$ cat config.mk
export PLATFORM = sky130hd
export DESIGN_NAME = gray_ptr_counter
export DESIGN_NICKNAME = d
export VERILOG_FILES = /design/src/rtl/gray_ptr_counter.sv
export SDC_FILE = /design/constraint.sdc
export NUM_CORES = 1
export LEC_CHECK = 0
export ABC_CLOCK_PERIOD_IN_PS = 1690
export CORE_UTILIZATION = 41
export CTS_CLUSTER_SIZE = 30
export DETAILED_ROUTE_END_ITERATION = 6
export PLACE_DENSITY_LB_ADDON = 0.15
export SYNTH_ARGS = -nofsm -noshare
export SYNTH_HDL_FRONTEND = slang
export SYNTH_SLANG_ARGS = --single-unit
$ cat constraint.sdc
create_clock -name clk -period 1.69 [get_ports clk]
set_clock_uncertainty 0.15 [all_clocks]
set_input_delay 0.169 -clock clk [delete_from_list [all_inputs] [get_ports clk]]
set_output_delay 0.169 -clock clk [all_outputs]
set_load 0.1 [all_outputs]
$ cat src/rtl/gray_ptr_counter.sv
// Up/down binary pointer with registered Gray output, plus a synchroniser and
// Gray-to-binary decoder for a pointer arriving from another clock domain.
module gray_ptr_counter #(
  parameter int unsigned WIDTH       = 4,
  parameter int unsigned SYNC_STAGES = 2
) (
  input  logic             clk,
  input  logic             rst_n,
  input  logic             clear,
  input  logic             load,
  input  logic [WIDTH-1:0] load_bin,
  input  logic             inc_en,
  input  logic             dir_up,
  output logic [WIDTH-1:0] bin_out,
  output logic [WIDTH-1:0] gray_out,
  output logic             wrap,
  input  logic [WIDTH-1:0] remote_gray_in,
  output logic [WIDTH-1:0] remote_bin_out,
  output logic             remote_valid
);

  localparam int unsigned FILL_W = $clog2(SYNC_STAGES + 1);

  logic [WIDTH-1:0]  next_bin;
  logic              next_wrap;
  logic [WIDTH-1:0]  sync_q [SYNC_STAGES];
  logic [WIDTH-1:0]  remote_dec;
  logic [FILL_W-1:0] fill_q;

  // Next local count: clear > load > count > hold
  always_comb begin
    next_bin  = bin_out;
    next_wrap = 1'b0;
    if (clear) begin
      next_bin = '0;
    end else if (load) begin
      next_bin = load_bin;
    end else if (inc_en) begin
      if (dir_up) begin
        next_bin  = bin_out + WIDTH'(1);
        next_wrap = &bin_out;
      end else begin
        next_bin  = bin_out - WIDTH'(1);
        next_wrap = ~|bin_out;
      end
    end
  end

  // Gray is encoded from the next value so the crossing signal comes straight off flops
  always_ff @(posedge clk or negedge rst_n) begin
    if (!rst_n) begin
      bin_out  <= '0;
      gray_out <= '0;
      wrap     <= 1'b0;
    end else begin
      bin_out  <= next_bin;
      gray_out <= next_bin ^ (next_bin >> 1);
      wrap     <= next_wrap;
    end
  end

  // Remote pointer synchroniser; raw Gray bits only, no logic ahead of stage 0
  always_ff @(posedge clk or negedge rst_n) begin
    if (!rst_n) begin
      for (int unsigned i = 0; i < SYNC_STAGES; i++) sync_q[i] <= '0;
    end else begin
      sync_q[0] <= remote_gray_in;
      for (int unsigned i = 1; i < SYNC_STAGES; i++) sync_q[i] <= sync_q[i-1];
    end
  end

  // Binary bit i is the XOR of all Gray bits at or above i
  always_comb begin
    remote_dec = '0;
    for (int unsigned i = 0; i < WIDTH; i++) begin
      remote_dec[i] = ^(sync_q[SYNC_STAGES-1] >> i);
    end
  end

  // Decoded output and fill tracking; valid rises on the edge that first carries synchronised data out
  always_ff @(posedge clk or negedge rst_n) begin
    if (!rst_n) begin
      remote_bin_out <= '0;
      fill_q         <= '0;
      remote_valid   <= 1'b0;
    end else begin
      remote_bin_out <= remote_dec;
      if (fill_q != FILL_W'(SYNC_STAGES)) fill_q <= fill_q + FILL_W'(1);
      if (fill_q == FILL_W'(SYNC_STAGES)) remote_valid <= 1'b1;
    end
  end

endmodule

==> metrics.cfg, run 1 <==
[placement]
pre_cts_ws_ns = -0.549
gp_congestion = 0.880
dpl_cell_area_sq_um = 1520
portBuffers = 27
dpl.hpwl_microns = 1510

[synth]
synthesis.area_sq_um = 991
avgSynthCellArea_sq_um = 13.2
synth-seq-cells = 23
syn_nets = 93
synthDistinctLibCells = 32
seq_area_frac_synth = 0.581
synthCells = 75
yosys_warnings = 0

[setup_path]
slowest_stage = dfrtp_4
r2r_slack_ns = -0.15
required_ns = 1.75
cp_max_fo = 4
reg2reg_depth = 6
rr_startpoint = bin_out[1]
worstPathArrival_ns = 1.89
crit_chain = inv_4 -> fa_2 -> xnor2_1 -> a211oi_2 -> o21a_1 -> mux2_4
slowest_delay_ns = 0.47
rr_endpoint = gray_out[2]
worstSetupStartpointType = flop
crit_type = flop to flop
end_kind = flop

[clock_network]
root_buffer = clkbuf_4
clock_path_buffers = 2
clkLatencyLatePin_ns = 0.32
cts_sinks = 23
htreeDepth = 1
cts_tree = yes
path_clk_slew_ns = 0.13
cts_buffers = 3

[floorplanning]
rows = 17
design.core.area_sq_um = 2250
die_y_microns = 51.2
start_util = 0.440
die_w_microns = 51.2
num_io_pins = 28
die_area_sq_um = 2620

[timing]
whs_ns = 0.0291
setup_viol = 3
max_freq_ghz = 0.544
relSlewSlack = 0.804
timing.final.ws_setup_ns = -0.147
worst_pin_slew_ns = 0.290
hold_viol = 0
rsz0062_at_grt = true
period_minus_slack_ns = 1.84
final_max_slew_viol_count = 0
min_period_over_period = 1.09

[grt]
grt_pass1_wl_microns = 3220
grt_start_max_net_pins = 24
grt_usage = 0.175
grt-ovfl-total = 0
antenna_found_initial = 0
grt_pass1_vias = 713

[route]
vias_per_cell = 5.00
dr.pass1.iters = 4
vias = 720
remaining_drc_errors = 0
wirelength_microns = 1970
ant_nets = 0
drtIter0Drc = 11
wl_per_cell_microns = 13.7

[cells_and_area]
fin_nets = 135
final_cell_mix = dfrtp_1, buf_12, clkdlybuf4s50_1, buf_4, inv_1
final_cell_area_sq_um = 1580
drive_gt1_frac = 0.422
final_common_cell = dfrtp_1
post-route-util = 0.700
area_delta_synth_final_pct = 59.3
antenna_cells = 0

[run]
max_cap_violations = 0

[power_and_ir_drop]
powerDensity_nw_per_um2 = 956
peakVddDrop_mv = 0.619
leakagePower_nw = 0.695

[worst_hold_path]
holdCritPathClass = input port to async pin

[run_status]
violations = negative setup slack
status = finished with violations

kinds of logic after synthesis:
group                    share of synthesized area
AND/OR/NAND/NOR                              0.121
AO/OA/AOI/OAI                               0.0884
flip-flops                                   0.581
multiplexers                                0.0353
XOR/XNOR                                    0.0707
adder cells (fa/ha/maj)                     0.0581
buffers and inverters                       0.0455
per-stage QoR:
| step | setup TNS [ns] | cells | total power, mW |
|---|---|---|---|
| after floorplan | -0.828 | 75 | 0.988 |
| after global placement | -1.87 | 138 | 1.24 |
| after detailed placement | -2.23 | 138 | 1.25 |
| after CTS | -0.376 | 143 | 1.51 |
| after global routing | -0.700 | 144 | 1.57 |
| final | -0.362 | 144 | 1.51 |
per-layer routing:
layer | GRT usage | up-vias | wire [microns] | share of wire
met2 | 0.263 | 32 | 877 | 0.45
met4 | 0.0972 | 0 | 59 | 0.030
met1 | 0.230 | 342 | 869 | 0.44
li1 | - | 339 | - | -
met3 | 0.0446 | 7 | 162 | 0.082
met5 | 0 | - | 0 | 0
cells in the mapped netlist (all sizes together):
master,number,area [sq um]
nor4b,1,15.0
nand2,2,7.51
or2,1,6.26
o21ai,1,5.00
xnor2,4,35.0
a211oi,1,12.5
and3b,1,10.0
nor3b,1,7.51
a21oi,1,5.00
a2111oi,1,10.0
nor4bb,1,10.0
o21a,1,7.51
and3,1,6.26
nand3,3,15.0
a22oi,1,7.51
fa,1,20.0
buf,2,18.8
nor4,1,6.26
nor2,2,7.51
ha,3,37.5
a31oi,1,6.26
xor2,4,35.0
nor2b,2,12.5
nand2b,1,6.26
inv,7,26.3
nor3,1,10.0
mux2,1,15.0
dfrtp,23,576
o211ai,2,25.0
o2bb2ai,1,8.76
mux2i,2,20.0
flip-flops by register name (all words and copies together), names as in the netlist:
register	count
remote_valid	1
remote_bin_out	4
wrap	1
sync_q	8
fill_q	2
bin_out	4
gray_out	3
cell type report:
class,count,area (sq um)
fillers,166,676
flip-flops and latches,23,588
repair buffers,39,499
multi-input cells,43,400
well taps,28,35.0
inverters,7,28.8
clock buffers,3,22.5
clock inverters,1,5.00
repair_timing:
action	CTS	global route
hold endpoints to repair	0	0
endpoints found under the setup margin	4	6
pin swaps	2	4
gates resized for setup	3	2
hold buffers	0	0
buffers inserted	1	1
report_power, final:
group / switching (mW) / total (mW) / leakage, nW / internal [mW]
clock network: 0.167 / 0.256 / 0.0177 / 0.0886
logic: 0.372 / 0.617 / 0.408 / 0.245
registers: 0.0402 / 0.637 / 0.269 / 0.597
worst max path at each step:
stage          startpoint  slack, ns           to  depth (start not counted)
4_1_cts        bin_out[1]      -0.14  gray_out[2]                          6
3_3_place_gp       dir_up      -0.44  gray_out[2]                          7
3_5_place_dp       dir_up      -0.55  gray_out[2]                          7
6_report       bin_out[1]      -0.15  gray_out[2]                          6
5_1_grt        bin_out[1]      -0.24  gray_out[1]                          7
2_1_floorplan  bin_out[0]      -0.32  gray_out[2]                          6
critical path, delay by kind of cell, from the launching register on:
kind / cells / cell delay (ns)
AOI/OAI and AO/OA: 2 / 0.30
buffers and inverters: 1 / 0.04
xor gates and xnor gates: 1 / 0.20
DFF: 1 / 0.47
adders and majority gates: 1 / 0.33
muxes: 1 / 0.25
(Power assumes the default switching activity.)
==> run 2: changes to the inputs <==
--- a/config.mk
+++ b/config.mk
@@ -13,3 +13,4 @@
 export SYNTH_ARGS = -nofsm -noshare
 export SYNTH_HDL_FRONTEND = slang
 export SYNTH_SLANG_ARGS = --single-unit
+export TNS_END_PERCENT = 20
==> metrics.cfg, run 2 (same netlist as run 1, synthesis figures left out) <==
[grt]
grt-ovfl-total = 0
grt_pass1_vias = 765
busiest_layer = met2
grt_start_max_net_pins = 24
met2_usage = 0.309
use_met1 = 0.202
antenna_found_initial = 0
grt_usage = 0.170
grt_pass1_wl_microns = 3270
met3_usage = 0.0446

[power_and_ir_drop]
finalPower_mw = 1.48
peakVddDrop_mv = 0.725
leakagePower_nw = 0.694
powerDensity_nw_per_um2 = 940

[clock_network]
cts_buffers = 3
cts_sinks = 23
htreeDepth = 1
cts_tree = yes
root_buffer = clkbuf_4
clock_path_buffers = 2
path_clk_slew_ns = 0.11
clkLatencyLatePin_ns = 0.29

[route]
vias_per_cell = 4.88
dr.pass1.iters = 3
drtIter0Drc = 17
wl_per_cell_microns = 12.5
ant_nets = 0
wirelength_microns = 1780
vias = 693
remaining_drc_errors = 0

[cells_and_area]
final_common_cell = dfrtp_1
largest_reg_flops = 8
area_delta_synth_final_pct = 59.1
antenna_cells = 0
fin_nets = 133
reg.largest.list = sync_q: 8 flops, bin_out: 4 flops, remote_bin_out: 4 flops
final_cell_mix = dfrtp_1, buf_12, clkdlybuf4s50_1
largest_register = sync_q
drive_gt1_frac = 0.421

[run]
max_cap_violations = 0

[run_status]
violations = negative setup slack
status = finished with violations

[floorplanning]
rows = 17
start_util = 0.440
die_y_microns = 51.2
design.core.area_sq_um = 2250
die_w_microns = 51.2
die_area_sq_um = 2620
num_io_pins = 28

[timing]
timing.final.ws_setup_ns = -0.157
max_freq_ghz = 0.541
whs_ns = 0.0692
setup_viol = 4
worst_pin_slew_ns = 0.278
period_minus_slack_ns = 1.85
hold_viol = 0
final_max_slew_viol_count = 0
relSlewSlack = 0.815
min_period_over_period = 1.09
rsz0062_at_grt = true

[setup_path]
worstPathArrival_ns = 1.89
crit_type = input port to flop
r2r_slack_ns = -0.14
crit_buf_inv = 2
slowest_delay_ns = 0.43
end_kind = flop
cp_max_fo = 7
required_ns = 1.73
crit_chain = clkdlybuf4s50_1 -> buf_6 -> fa_2 -> xnor2_2 -> a211oi_2 -> nor3_2 -> mux2_4
worstSetupStartpointType = input port
cp_top_family = buffers and inverters
slowest_stage = clkdlybuf4s50_1

[placement]
dpl.hpwl_microns = 1440
portBuffers = 27
pre_cts_ws_ns = -0.471
gp_congestion = 0.877

[worst_hold_path]
holdCritPathClass = input port to async pin

-- run 2: changes by cell type in the layout (fill, tap and decap cells not counted), sizes merged --
cell	change
buf	-2
dlygate4sd2	-1
clkdlybuf4s50	+1
-- run 2: path summary, 6_finish.rpt --
path,startpoint,to,cells past startpoint
max in group asynchronous,rst_n,bin_out[2],2
setup / recovery,dir_up,gray_out[2],7
min in group clk,remote_gray_in[2],sync_q[6],1
hold / removal,rst_n,sync_q[1],2
setup reg to reg,bin_out[1],gray_out[2],6
hold reg to reg,sync_q[6],sync_q[2],0
-- run 2: power by group --
group | total [mW] | switching (mW) | internal, mW
Clock | 0.233 | 0.145 | 0.0881
Sequential | 0.633 | 0.0364 | 0.597
Combinational | 0.616 | 0.371 | 0.245
-- run 2: cell type report --
class / count / area, sq um
Fill cell: 181 / 678
Sequential cell: 23 / 588
Timing Repair Buffer: 37 / 489
Multi-Input combinational cell: 43 / 408
Tap cell: 28 / 35.0
Inverter: 7 / 28.8
Clock buffer: 3 / 22.5
Clock inverter: 1 / 5.00
-- run 2: worst register-to-register path, delay by kind of cell, from the launching register on --
kind	cells	cell delay, ns
AO/OA/AOI/OAI	1	0.24
XOR/XNOR	1	0.14
adder cells (fa/ha/maj)	1	0.34
buffers and inverters	1	0.04
flip-flops	1	0.46
multiplexers	1	0.27
AND/OR/NAND/NOR	1	0.09
-- run 2: what timing repair did --
item,CTS,global route
pin swaps,1,2
endpoints found under the hold margin,0,0
resized for setup,4,3
setup endpoints to repair,5,6
hold buffers,0,0
buffers inserted,0,0
-- run 2: per-layer routing --
layer  up-vias  routed length [microns]  part of all wire
li1        334                        -                 -
met1       340                      779              0.44
met2        17                      933              0.52
met3         2                       61             0.034
met4         0                        7            0.0039
met5         -                        0                 0
-- run 2: stage by stage --
step           area, sq um   util  std cells  TNS [ns]
3_5_place_dp          1510  0.669        138     -2.09
4_1_cts               1560  0.692        142    -0.315
5_1_grt               1580  0.699        142    -0.662
6_report              1580  0.699        142    -0.360
2_1_floorplan         1010      -         75    -0.830
3_3_place_gp          1510  0.669        138     -2.11
==> run 3: changes to the inputs <==
--- a/config.mk
+++ b/config.mk
@@ -5,8 +5,8 @@
 export SDC_FILE = /design/constraint.sdc
 export NUM_CORES = 1
 export LEC_CHECK = 0
-export ABC_CLOCK_PERIOD_IN_PS = 1690
-export CORE_UTILIZATION = 41
+export ABC_CLOCK_PERIOD_IN_PS = 2100
+export CORE_UTILIZATION = 46
 export CTS_CLUSTER_SIZE = 30
 export DETAILED_ROUTE_END_ITERATION = 6
 export PLACE_DENSITY_LB_ADDON = 0.15
==> constraint.sdc (replaced) <==
create_clock -name clk -period 2.1 [get_ports clk]
set_clock_uncertainty 0.15 [all_clocks]
set_input_delay 0.21 -clock clk [delete_from_list [all_inputs] [get_ports clk]]
set_output_delay 0.21 -clock clk [all_outputs]
set_load 0.1 [all_outputs]
==> metrics.cfg, run 3 (same netlist as run 1, synthesis figures left out) <==
[clock_network]
cts.repair.resized = 0
cts_buffers = 3
htreeDepth = 1
clkLatencyLatePin_ns = 0.30
cts_setup_buffers = 0
root_buffer = clkbuf_4
cts_hold_buf = 0
path_clk_slew_ns = 0.12
clock_path_buffers = 2
cts_tree = yes
cts_sinks = 23

[setup_path]
crit_chain = inv_1 -> fa_1 -> xnor2_1 -> a211oi_2 -> o21a_1 -> mux2_4
worstPathArrival_ns = 1.97
slowest_stage = dfrtp_4
cp_top_family = flip-flops
end_kind = flop
crit_buf_inv = 1
crit_type = flop to flop
reg2reg_depth = 6
path_depth = 6
cp_max_fo = 6
required_ns = 2.15
worstSetupStartpointType = flop
slowest_delay_ns = 0.47
r2r_slack_ns = 0.19

[route]
maxUsedRoutingLayer = met3
ant_nets = 0
drt-met1-wl_microns = 713
remaining_drc_errors = 0
wl_met3_microns = 83
wl_per_cell_microns = 11.5
wl_met2_microns = 792
vias = 658
vias_per_cell = 4.77
drtIter0Drc = 5
wirelength_microns = 1590
dr.pass1.iters = 3

[power_and_ir_drop]
p_sw_mw = 0.421
p_comb_frac = 0.360
seqPwrFrac = 0.462
p_int_mw = 0.659
leakagePower_nw = 0.610
powerDensity_nw_per_um2 = 810
p_clk_frac = 0.178
netSwitchingFraction = 0.390
peakVddDrop_mv = 0.783

[grt]
grt-ovfl-total = 0
grt_pass1_vias = 610
grt_pass1_wl_microns = 2620
antenna_found_initial = 0
grt_start_max_net_pins = 24
grt_usage = 0.149

[timing]
relSlewSlack = 0.769
period_minus_slack_ns = 1.91
final_max_slew_viol_count = 0
whs_ns = 0.102
hold_viol = 0
max_freq_ghz = 0.523
setup_viol = 0
timing.final.ws_setup_ns = 0.186
rsz0062_at_grt = false
min_period_over_period = 0.911
worst_pin_slew_ns = 0.345

[cells_and_area]
area_delta_synth_final_pct = 34.6
final_common_cell = buf_4
final_cell_area_sq_um = 1330
fin_cells = 138
largest_register = sync_q
antenna_cells = 0
largest_reg_flops = 8
drive_gt1_frac = 0.333
fin_nets = 130
final_cell_mix = buf_4, dfrtp_1, clkdlybuf4s50_1
reg.largest.list = sync_q: 8 flops, bin_out: 4 flops, remote_bin_out: 4 flops

[placement]
dpl.hpwl_microns = 1270
gp_congestion = 0.833
dpl_cell_area_sq_um = 1300
placedCellCount = 134
portBuffers = 27
pre_cts_ws_ns = -0.144

[worst_hold_path]
holdCritPathClass = input port to async pin

[floorplanning]
die_w_microns = 48.4
design.core.area_sq_um = 2000
die_y_microns = 48.4
num_io_pins = 28
die_area_sq_um = 2340
start_util = 0.495
rows = 16

[run_status]
status = completed

[run]
max_cap_violations = 0

[run 3: path summary, 6_finish.rpt]
| check | from | endpoint |
|---|---|---|
| max in group asynchronous | rst_n | bin_out[0] |
| worst max register to register | bin_out[0] | gray_out[2] |
| worst min register to register | sync_q[7] | sync_q[3] |
| worst min-delay path | rst_n | sync_q[1] |
| worst max-delay path | bin_out[0] | gray_out[2] |
| min in group clk | remote_gray_in[3] | sync_q[7] |
[run 3: per-layer routing]
| metal | track usage | vias to the layer above |
|---|---|---|
| met5 | 0 | - |
| met2 | 0.256 | 18 |
| met3 | 0.0692 | 0 |
| li1 | - | 326 |
| met1 | 0.178 | 314 |
| met4 | 0.0147 | 0 |
[run 3: power by group through the flow]
| stage | registers [mW] | logic [mW] | clock network, mW |
|---|---|---|---|
| after global routing | 0.502 | 0.408 | 0.223 |
| after detailed placement | 0.508 | 0.392 | 0 |
| after floorplan | 0.700 | 0.0897 | 0 |
| after global placement | 0.508 | 0.387 | 0 |
| final | 0.499 | 0.389 | 0.192 |
| after CTS | 0.499 | 0.393 | 0.204 |
[run 3: area by class of cell]
type | instances | area [sq um]
Multi-Input combinational cell | 43 | 370
Fill cell | 162 | 668
Timing Repair Buffer | 34 | 288
Clock inverter | 1 | 7.51
Inverter | 7 | 26.3
Sequential cell | 23 | 586
Clock buffer | 3 | 22.5
Tap cell | 27 | 33.8
[run 3: worst register-to-register path: cells and delay by family (launching register included)]
| kind | cells | cell delay (ns) |
|---|---|---|
| flip-flops | 1 | 0.47 |
| adder cells (fa/ha/maj) | 1 | 0.40 |
| AO/OA/AOI/OAI | 2 | 0.28 |
| multiplexers | 1 | 0.24 |
| XOR/XNOR | 1 | 0.20 |
| buffers and inverters | 1 | 0.06 |
[run 3: stage by stage]
stage               utilization  setup TNS, ns  power (mW)
finish                    0.666              0        1.08
global placement          0.651         -0.146       0.895
CTS                       0.666              0        1.10
detailed placement        0.651         -0.265       0.900
floorplan                     -              0       0.790
global route              0.666              0        1.13
